--- config.mk ---
export PLATFORM = sky130hd
export DESIGN_NAME = mem_responder_flat
export DESIGN_NICKNAME = d
export VERILOG_FILES = /design/src/rtl/lc3b_pkg.sv /design/src/rtl/mem_responder_if.sv /design/src/rtl/mem_array.sv /design/src/rtl/mem_responder.sv /design/src/flat_wrapper.sv
export SDC_FILE = /design/constraint.sdc
export NUM_CORES = 2
export LEC_CHECK = 0
export ABC_CLOCK_PERIOD_IN_PS = 9090
export CORE_ASPECT_RATIO = 0.75
export CORE_MARGIN = 5
export CORE_UTILIZATION = 55
export DETAILED_ROUTE_END_ITERATION = 8
export GPL_ROUTABILITY_DRIVEN = 1
export PLACE_DENSITY = 0.76
export SYNTH_ARGS = -nofsm -noshare
export SYNTH_HDL_FRONTEND = slang
export SYNTH_SLANG_ARGS = --single-unit
--- constraint.sdc ---
create_clock -name clk -period 9.09 [get_ports clk]
set_clock_uncertainty 0.05 [all_clocks]
set_input_delay 1.3635 -clock clk [delete_from_list [all_inputs] [get_ports clk]]
set_output_delay 1.3635 -clock clk [all_outputs]
set_load 0.005 [all_outputs]
--- src/rtl/lc3b_pkg.sv ---
// Shared types and constants for the LC-3b memory responder slice.
package lc3b_pkg;

    localparam int unsigned LatencyDefault = 2;
    localparam int unsigned WordWidth      = 16;
    localparam int unsigned ByteWidth      = 8;
    // Wide enough for the largest legal latency (15).
    localparam int unsigned CntWidth       = 4;

    typedef enum logic [1:0] {
        StIdle,
        StWait,
        StResp,
        StHold
    } state_e;

endpackage

--- src/rtl/mem_responder_if.sv ---
// Control-path <-> memory handshake bundle.
interface mem_responder_if;
    import lc3b_pkg::*;

    logic                 mem_req;
    logic                 mem_we;
    logic                 mem_byte;
    logic [15:0]          addr;
    logic [WordWidth-1:0] wdata;
    logic                 mem_ready;
    logic [WordWidth-1:0] rdata;
    logic                 busy;

    modport master (
        output mem_req, mem_we, mem_byte, addr, wdata,
        input  mem_ready, rdata, busy
    );

    modport slave (
        input  mem_req, mem_we, mem_byte, addr, wdata,
        output mem_ready, rdata, busy
    );

endinterface

--- src/rtl/mem_array.sv ---
// Word-organised storage: synchronous per-byte write, combinational read, never reset.
module mem_array
    import lc3b_pkg::*;
#(
    parameter int unsigned AWORDS_LOG2 = 8
) (
    input  logic                   clk,
    input  logic                   we,
    input  logic [1:0]             be,
    input  logic [AWORDS_LOG2-1:0] widx,
    input  logic [WordWidth-1:0]   wdata,
    output logic [WordWidth-1:0]   rdata
);

    localparam int unsigned Depth = 1 << AWORDS_LOG2;

    logic [WordWidth-1:0] mem [Depth];

    // Byte-lane writes; the lane not enabled keeps its old contents.
    always_ff @(posedge clk) begin
        if (we && be[0]) begin
            mem[widx][ByteWidth-1:0] <= wdata[ByteWidth-1:0];
        end
        if (we && be[1]) begin
            mem[widx][WordWidth-1:ByteWidth] <= wdata[WordWidth-1:ByteWidth];
        end
    end

    assign rdata = mem[widx];

endmodule

--- src/rtl/mem_responder.sv ---
// Latency-modelling memory responder: FSM, latency counter and request capture.
// RESP is the array access cycle; the completion strobe, read data and the
// write commit all land on the edge leaving RESP, so mem_ready rises
// LATENCY+1 edges after the accepting edge.
module mem_responder
    import lc3b_pkg::*;
#(
    parameter int unsigned LATENCY     = LatencyDefault,
    parameter int unsigned AWORDS_LOG2 = 8
) (
    input  logic           clk,
    input  logic           reset,
    mem_responder_if.slave bus
);

    state_e                 state_q;
    logic [CntWidth-1:0]    cnt_q;
    logic [AWORDS_LOG2:0]   addr_q;
    logic [WordWidth-1:0]   wdata_q;
    logic                   we_q;
    logic                   byte_q;
    logic                   mem_ready_q;
    logic [WordWidth-1:0]   rdata_q;
    logic                   busy_q;

    logic                   arr_we;
    logic [1:0]             arr_be;
    logic [WordWidth-1:0]   arr_wdata;
    logic [WordWidth-1:0]   arr_rdata;
    logic [WordWidth-1:0]   rd_fmt;

    // Write lanes and data steering for the captured request.
    always_comb begin
        arr_we    = (state_q == StResp) && we_q;
        arr_be    = 2'b11;
        arr_wdata = wdata_q;
        if (byte_q) begin
            arr_be    = addr_q[0] ? 2'b10 : 2'b01;
            arr_wdata = {wdata_q[ByteWidth-1:0], wdata_q[ByteWidth-1:0]};
        end
    end

    // Byte reads return the selected byte zero-extended; sign extension is the datapath's job.
    always_comb begin
        rd_fmt = arr_rdata;
        if (byte_q) begin
            rd_fmt = {{(WordWidth-ByteWidth){1'b0}},
                      addr_q[0] ? arr_rdata[WordWidth-1:ByteWidth]
                                : arr_rdata[ByteWidth-1:0]};
        end
    end

    mem_array #(
        .AWORDS_LOG2 (AWORDS_LOG2)
    ) u_mem_array (
        .clk   (clk),
        .we    (arr_we),
        .be    (arr_be),
        .widx  (addr_q[AWORDS_LOG2:1]),
        .wdata (arr_wdata),
        .rdata (arr_rdata)
    );

    // Request FSM with latency counter, capture registers and registered outputs.
    always_ff @(posedge clk or negedge reset) begin
        if (!reset) begin
            state_q     <= StIdle;
            cnt_q       <= '0;
            addr_q      <= '0;
            wdata_q     <= '0;
            we_q        <= 1'b0;
            byte_q      <= 1'b0;
            mem_ready_q <= 1'b0;
            rdata_q     <= '0;
            busy_q      <= 1'b0;
        end else begin
            mem_ready_q <= 1'b0;
            rdata_q     <= '0;
            case (state_q)
                StIdle: begin
                    if (bus.mem_req) begin
                        state_q <= StWait;
                        cnt_q   <= CntWidth'(LATENCY - 1);
                        addr_q  <= bus.addr[AWORDS_LOG2:0];
                        wdata_q <= bus.wdata;
                        we_q    <= bus.mem_we;
                        byte_q  <= bus.mem_byte;
                        busy_q  <= 1'b1;
                    end
                end
                StWait: begin
                    if (!bus.mem_req) begin
                        // Abort: nothing was written and no strobe is produced.
                        state_q <= StIdle;
                        busy_q  <= 1'b0;
                    end else if (cnt_q == '0) begin
                        state_q <= StResp;
                    end else begin
                        cnt_q <= cnt_q - 1'b1;
                    end
                end
                StResp: begin
                    state_q     <= StHold;
                    mem_ready_q <= 1'b1;
                    rdata_q     <= we_q ? '0 : rd_fmt;
                end
                StHold: begin
                    // Wait for the request to drop so it is never served twice.
                    if (!bus.mem_req) begin
                        state_q <= StIdle;
                        busy_q  <= 1'b0;
                    end
                end
                default: begin
                    state_q <= StIdle;
                    busy_q  <= 1'b0;
                end
            endcase
        end
    end

    assign bus.mem_ready = mem_ready_q;
    assign bus.rdata     = rdata_q;
    assign bus.busy      = busy_q;

endmodule

--- src/flat_wrapper.sv ---
// flat-port wrapper written by rule: the top's interface ports become plain ports
module mem_responder_flat import lc3b_pkg::*;
#(
    parameter int unsigned LATENCY     = LatencyDefault,
    parameter int unsigned AWORDS_LOG2 = 8
)
  (clk, reset, bus_mem_req, bus_mem_we, bus_mem_byte, bus_addr, bus_wdata, bus_mem_ready, bus_rdata, bus_busy);
  mem_responder_if bus_i ();
  input  logic clk;
  input  logic reset;
  input wire logic [$bits(bus_i.mem_req)-1:0] bus_mem_req;
  input wire logic [$bits(bus_i.mem_we)-1:0] bus_mem_we;
  input wire logic [$bits(bus_i.mem_byte)-1:0] bus_mem_byte;
  input wire logic [$bits(bus_i.addr)-1:0] bus_addr;
  input wire logic [$bits(bus_i.wdata)-1:0] bus_wdata;
  output wire logic [$bits(bus_i.mem_ready)-1:0] bus_mem_ready;
  output wire logic [$bits(bus_i.rdata)-1:0] bus_rdata;
  output wire logic [$bits(bus_i.busy)-1:0] bus_busy;
  assign bus_i.mem_req = bus_mem_req;
  assign bus_i.mem_we = bus_mem_we;
  assign bus_i.mem_byte = bus_mem_byte;
  assign bus_i.addr = bus_addr;
  assign bus_i.wdata = bus_wdata;
  assign bus_mem_ready = bus_i.mem_ready;
  assign bus_rdata = bus_i.rdata;
  assign bus_busy = bus_i.busy;
  mem_responder #(.LATENCY(LATENCY), .AWORDS_LOG2(AWORDS_LOG2)) u_core (.clk(clk), .reset(reset), .bus(bus_i));
endmodule
Word level (Yosys, flattened, before mapping)
Memory sizes are Yosys's and may differ from the RTL's.
Index checks and enable logic that the tools add are counted.

storage, ports and cells
  flip-flop bits (word level) = 51
  memory bits (writable) = 4096
  output and inout bits = 18
  memories = 1

memories
  memory                  words  bits a word  rd ports  clocked after Yosys merged registers in  wr ports  RTL line         source
  u_core.u_mem_array.mem  256    16           1         0                                        1         mem_array.sv:17  logic [WordWidth-1:0] mem [Depth];

cells by class
  add/subtract/negate cells = 1
  eq/ne operators = 9
  mux-type cells = 24
  reduce and logical (&&, ||, !) cells = 12

operators with widths
  kind                                                   count
  two-way mux 16 bit                                     4
  two-way mux 2 bit                                      6
  two-way mux 4 bit                                      3
  inequality test 2 bit, second input constant           5
  two-way mux 8 bit                                      1
  one-hot mux 2 bit (4 select lines)                     1
  one-hot mux 4 bit (2 select lines)                     1
  two-way mux 1 bit                                      7
  AND reduction 3 bit                                    2
  == test 2 bit, second input constant                   2
  zero test 4 bit                                        1
  AND reduction 4 bit                                    1
  nonzero test 2 bit                                     2
  subtractor 4 x 1 -> 4 bit, second input constant       1
  logical AND 1 bit                                      3
  inequality test 3 x 2 -> 1 bit, second input constant  1
  == test 2 x 1 -> 1 bit, second input constant          1
  zero test 2 bit                                        1
  one-hot mux 1 bit (2 select lines)                     1
  AND reduction 2 bit                                    1
  OR reduction 2 bit                                     1

Depth between registers and ports, before layout
  depth in word-level cells = 5
  depth in mapped cells = 13
  depth with buffers taken out = 7

By module
A second synthesis with hierarchy kept.

second synthesis, totals
  cells, all modules = 7182
  area, all modules = 158520.8 µm²

by module, submodules not included
  module         instances  cells each  area an instance (µm²)
  mem_array      1          7020        156373.7
  mem_responder  1          162         2147.1

Worst setup path after synthesis
OpenSTA, ideal clock, no wires.

  kind = register to register
  start = reg u_core.wdata_q[2]
  end = mem u_core.u_mem_array.mem[0][10], data pin
  setup time = 0.555 ns
  arrival time = 5.497 ns
  required time = 8.485 ns
  slack = 2.988 ns
  cell stages (with the launch flop) = 2
  path through = dfrtp_1 mux2_2

between the ends
  word-level cells in the longest chain between the ends = 1

ends and longest elaborated chain
  item                            RTL line             source
  start: declaration              mem_responder.sv:19  logic [WordWidth-1:0] wdata_q;
  start signal: assignment        mem_responder.sv:85  wdata_q <= bus.wdata;
  two-way mux 16 bit              mem_responder.sv:37  if (byte_q) begin
  named net u_core.arr_wdata[10]  mem_responder.sv:28  logic [WordWidth-1:0] arr_wdata;
  end: declaration                mem_array.sv:17

The timed path passes the listed nets, and every way through them passes these cells.

Final worst setup path
  start = reg u_core.addr_q[2]
  end = reg u_core.rdata_q[5] (netlist: u_core.bus.rdata[5])

between the ends
  word-level cells in the longest chain between the ends = 5

ends and longest elaborated chain
  item                       RTL line              source
  start: declaration         mem_responder.sv:18   logic [AWORDS_LOG2:0] addr_q;
  start signal: assignment   mem_responder.sv:84   addr_q <= bus.addr[AWORDS_LOG2:0];
  memory (256 x 16 bit) (*)  -
  two-way mux 8 bit          mem_responder.sv:48   addr_q[0] ? arr_rdata[WordWidth-1:ByteWidth]
  two-way mux 16 bit (*)     mem_responder.sv:46   if (byte_q) begin
  two-way mux 16 bit (*)     mem_responder.sv:105  rdata_q <= we_q ? '0 : rd_fmt;
  two-way mux 16 bit (*)     mem_responder.sv:79   case (state_q)
  end signal: assignment     mem_responder.sv:105
  end: declaration           mem_responder.sv:23   logic [WordWidth-1:0] rdata_q;

Every way passes the cells marked *; elsewhere a longest branch is shown, timed or not.
A chain may end at the register's enable or synchronous reset.

==> run metrics <==
status=complete, no violations; fin nets=7295; Distinct cells, synth=65; initial core utilization=0.552; Setup Fix Bufs, Post-CTS=0; fmax=178 MHz; hold path startpoint=u_core.bus.busy; Die Y=477 um; Inst Count DP=10800; post-synthesis instance area=160000 sq um; switch share=0.335; via count=79400; TritonCTS sink count=4147; DRT Pass-1 Iters=9; fin crit share=0.617; cts bufs inserted=357; Setup crit start kind=register; critical path arrival=6.26 ns; max-cap viol count=0; Crit path required time=9.74 ns; Synth area leaders=edfxtp_1 (77%), mux4_2 (16%), nor2_1 (1.3%), dfrtp_1 (0.80%), mux2i_1 (0.79%); pre-CTS WS=3.75 ns; multiplexer area fraction after synthesis=0.168; non-filler cells, final=11400; worst-margin pin slew=1.38 ns; synthesized area per cell=22.4 sq um; Slew HR=0.0738; IO Pins=55; unrepaired setup endpoints after global routing=no; CP Class=reg2reg; Post-CTS Resized=0; simple-gate area share of the yosys netlist=0.0210; Post-Route WL=410000 um; HP Class=reg2reg; PortBufs=47; ANT nets after route=0; Post-Syn Nets=7188; GRT Overall Usage=0.269; sequential fraction of the synthesis area=0.777; Pleak=53.4 nW; final setup fails=0; Post-synth EDFFs=4096; Logic pwr share=0.310; largest area contributor in the netlist=edfxtp_1; final hold vios=0; Top FF cell, synth=edfxtp_1; WHS=0.477 ns; H-tree depth reported by CTS=5; Final Wtd Congestion=0.887; DR WL/cell=35.9 um; layout cells sized above 1=0.248; vias in the first global route=77500; Root Buffer=clkbuf_16; Internal Power=39.2 mW; Flop pwr share=0.432; FFs w/ async S/R, synth=0.0123; Max Buffers Root-to-Sink=4; vias per inst=6.95; Die W=633 um; Crit. Startpoint=u_core.addr_q[2]; CTS tree=done; later-pin clock latency in the skew report=0.88 ns; Post-synth top cells=edfxtp_1 (4096), mux4_2 (1107), nor2_1 (560), buf_2 (173), clkbuf_1 (171); cell row count=171; Clock Power Share=0.258; total grt overflow=0; P&R area growth vs syn=10.2%; Worst Setup End Kind=register; first-pass GRT wire length=580000 um; core area=289000 sq um; pwr dens=335 nW/um^2; Compound-Gate Fraction of Synth Area=0.0196; Post-Synth Adder-Cell Area=0.000157; Slew Limit Fails=0; Post-Synth XOR/XNOR Area=0.000110; # hold bufs at CTS=0; pin count of the biggest net entering global routing=188; Yosys warning count=0; largest family of logic cells by synthesized area=multiplexers; antenna violations before repair=14; Tmin final=5.61 ns; Syn Inst Count=7149; P_sw=19.7 mW; Reg clk slew, reported paths=0.07 ns; top-count cell post-synth=edfxtp_1; crit-path max FO=120; DRT iter0 DRCs=14300; dpl hpwl=236000 um; top cell type's share of synthesized area=0.769; Post-route DRC=0; final worst-path setup slack=3.48 ns; RR Startpoint=u_core.addr_q[2]; synthesized flop and latch total=4147; Worst IR Drop VDD=0.702 mV; setup TNS=0 ns; Die ar.=302000 sq um
==> worst paths after layout <==
| path | to | depth (start not counted) | slack, ns |
|---|---|---|---|
| min in group asynchronous | u_core.cnt_q[0] | 2 | 0.62 |
| max in group asynchronous | u_core.addr_q[3] | 2 | 7.68 |
| max | u_core.bus.rdata[5] | 8 | 3.48 |
| max reg2reg | u_core.bus.rdata[5] | 8 | 3.48 |
| min | u_core.bus.busy | 1 | 0.48 |
| min reg2reg | u_core.bus.busy | 1 | 0.48 |
==> state kept, by name, indices dropped and copies added (netlist names), named ones only <==
signal	flops
u_core.addr_q	9
u_core.bus.busy	1
u_core.bus.mem_ready	1
u_core.bus.rdata	16
u_core.byte_q	1
u_core.cnt_q	4
u_core.state_q	1
u_core.u_mem_array.mem	4096
u_core.wdata_q	16
u_core.we_q	1
==> final cells by class <==
| cell class | instances | area, sq um |
|---|---|---|
| sequential | 4147 | 124000 |
| fill | 18800 | 113000 |
| multi-input combinational | 2548 | 33800 |
| clock buffer | 432 | 9510 |
| tap | 3892 | 4870 |
| clock inverter | 196 | 1850 |
| timing repair buffer | 191 | 1760 |
| inverter | 11 | 42.5 |
| antenna | 8 | 20.0 |
==> worst max-delay path, stage by stage, from the launching register on <==
cell and delay, ns:
dfrtp_4 1.01, buf_12 0.63, mux4_2 0.41, mux2i_1 0.78
o22ai_1 0.22, nor4_1 1.00, nand4_1 0.18, o31ai_1 0.93
a21oi_1 0.08
==> cells in the final DEF (no fill, tap or decap), drive strengths merged, types with 18 or more instances in the layout <==
cell type and count:
edfxtp 4096, mux4 1107, nor2 560, clkbuf 432, a22oi 168, buf 145, clkinv 139, mux2i 126
nand2 96, a21oi 90, mux2 53, dfrtp 51, nand3 48, o22ai 47, clkdlybuf4s50 46, bufinv 35
o21ai 23, nor3 22, a22o 18
==> metal layers <==
metal | vias up | part of all wire | track usage
li1 | 30300 | - | -
met1 | 41500 | 0.36 | 0.398
met2 | 6666 | 0.44 | 0.381
met3 | 856 | 0.16 | 0.0952
met4 | 8 | 0.037 | 0.0847
met5 | - | 0.00011 | 0
==> metrics by stage <==
step | util | power [mW] | instance area [sq um]
after floorplan | - | 36.7 | 160000
after global placement | 0.569 | 43.1 | 165000
after detailed placement | 0.569 | 43.6 | 165000
after CTS | 0.608 | 58.6 | 176000
after global routing | 0.608 | 60.4 | 176000
final | 0.608 | 58.9 | 176000
==> logic make-up after synthesis <==
family,after synthesis
compound gates,450
xor+xnor,2
fa+ha+maj,2
buf+inv,454
flops,4147
mux,1286
simple gates,808
==> power by group through the flow <==
stage | Sequential (mW) | Clock (mW) | Combinational (mW)
6_report | 25.4 | 15.2 | 18.3
5_1_grt | 25.5 | 16.1 | 18.9
4_1_cts | 25.4 | 15.2 | 17.9
3_5_place_dp | 25.8 | 0 | 17.8
3_3_place_gp | 25.8 | 0 | 17.4
2_1_floorplan | 26.5 | 0 | 10.2
Power figures use the tool's default switching activity.
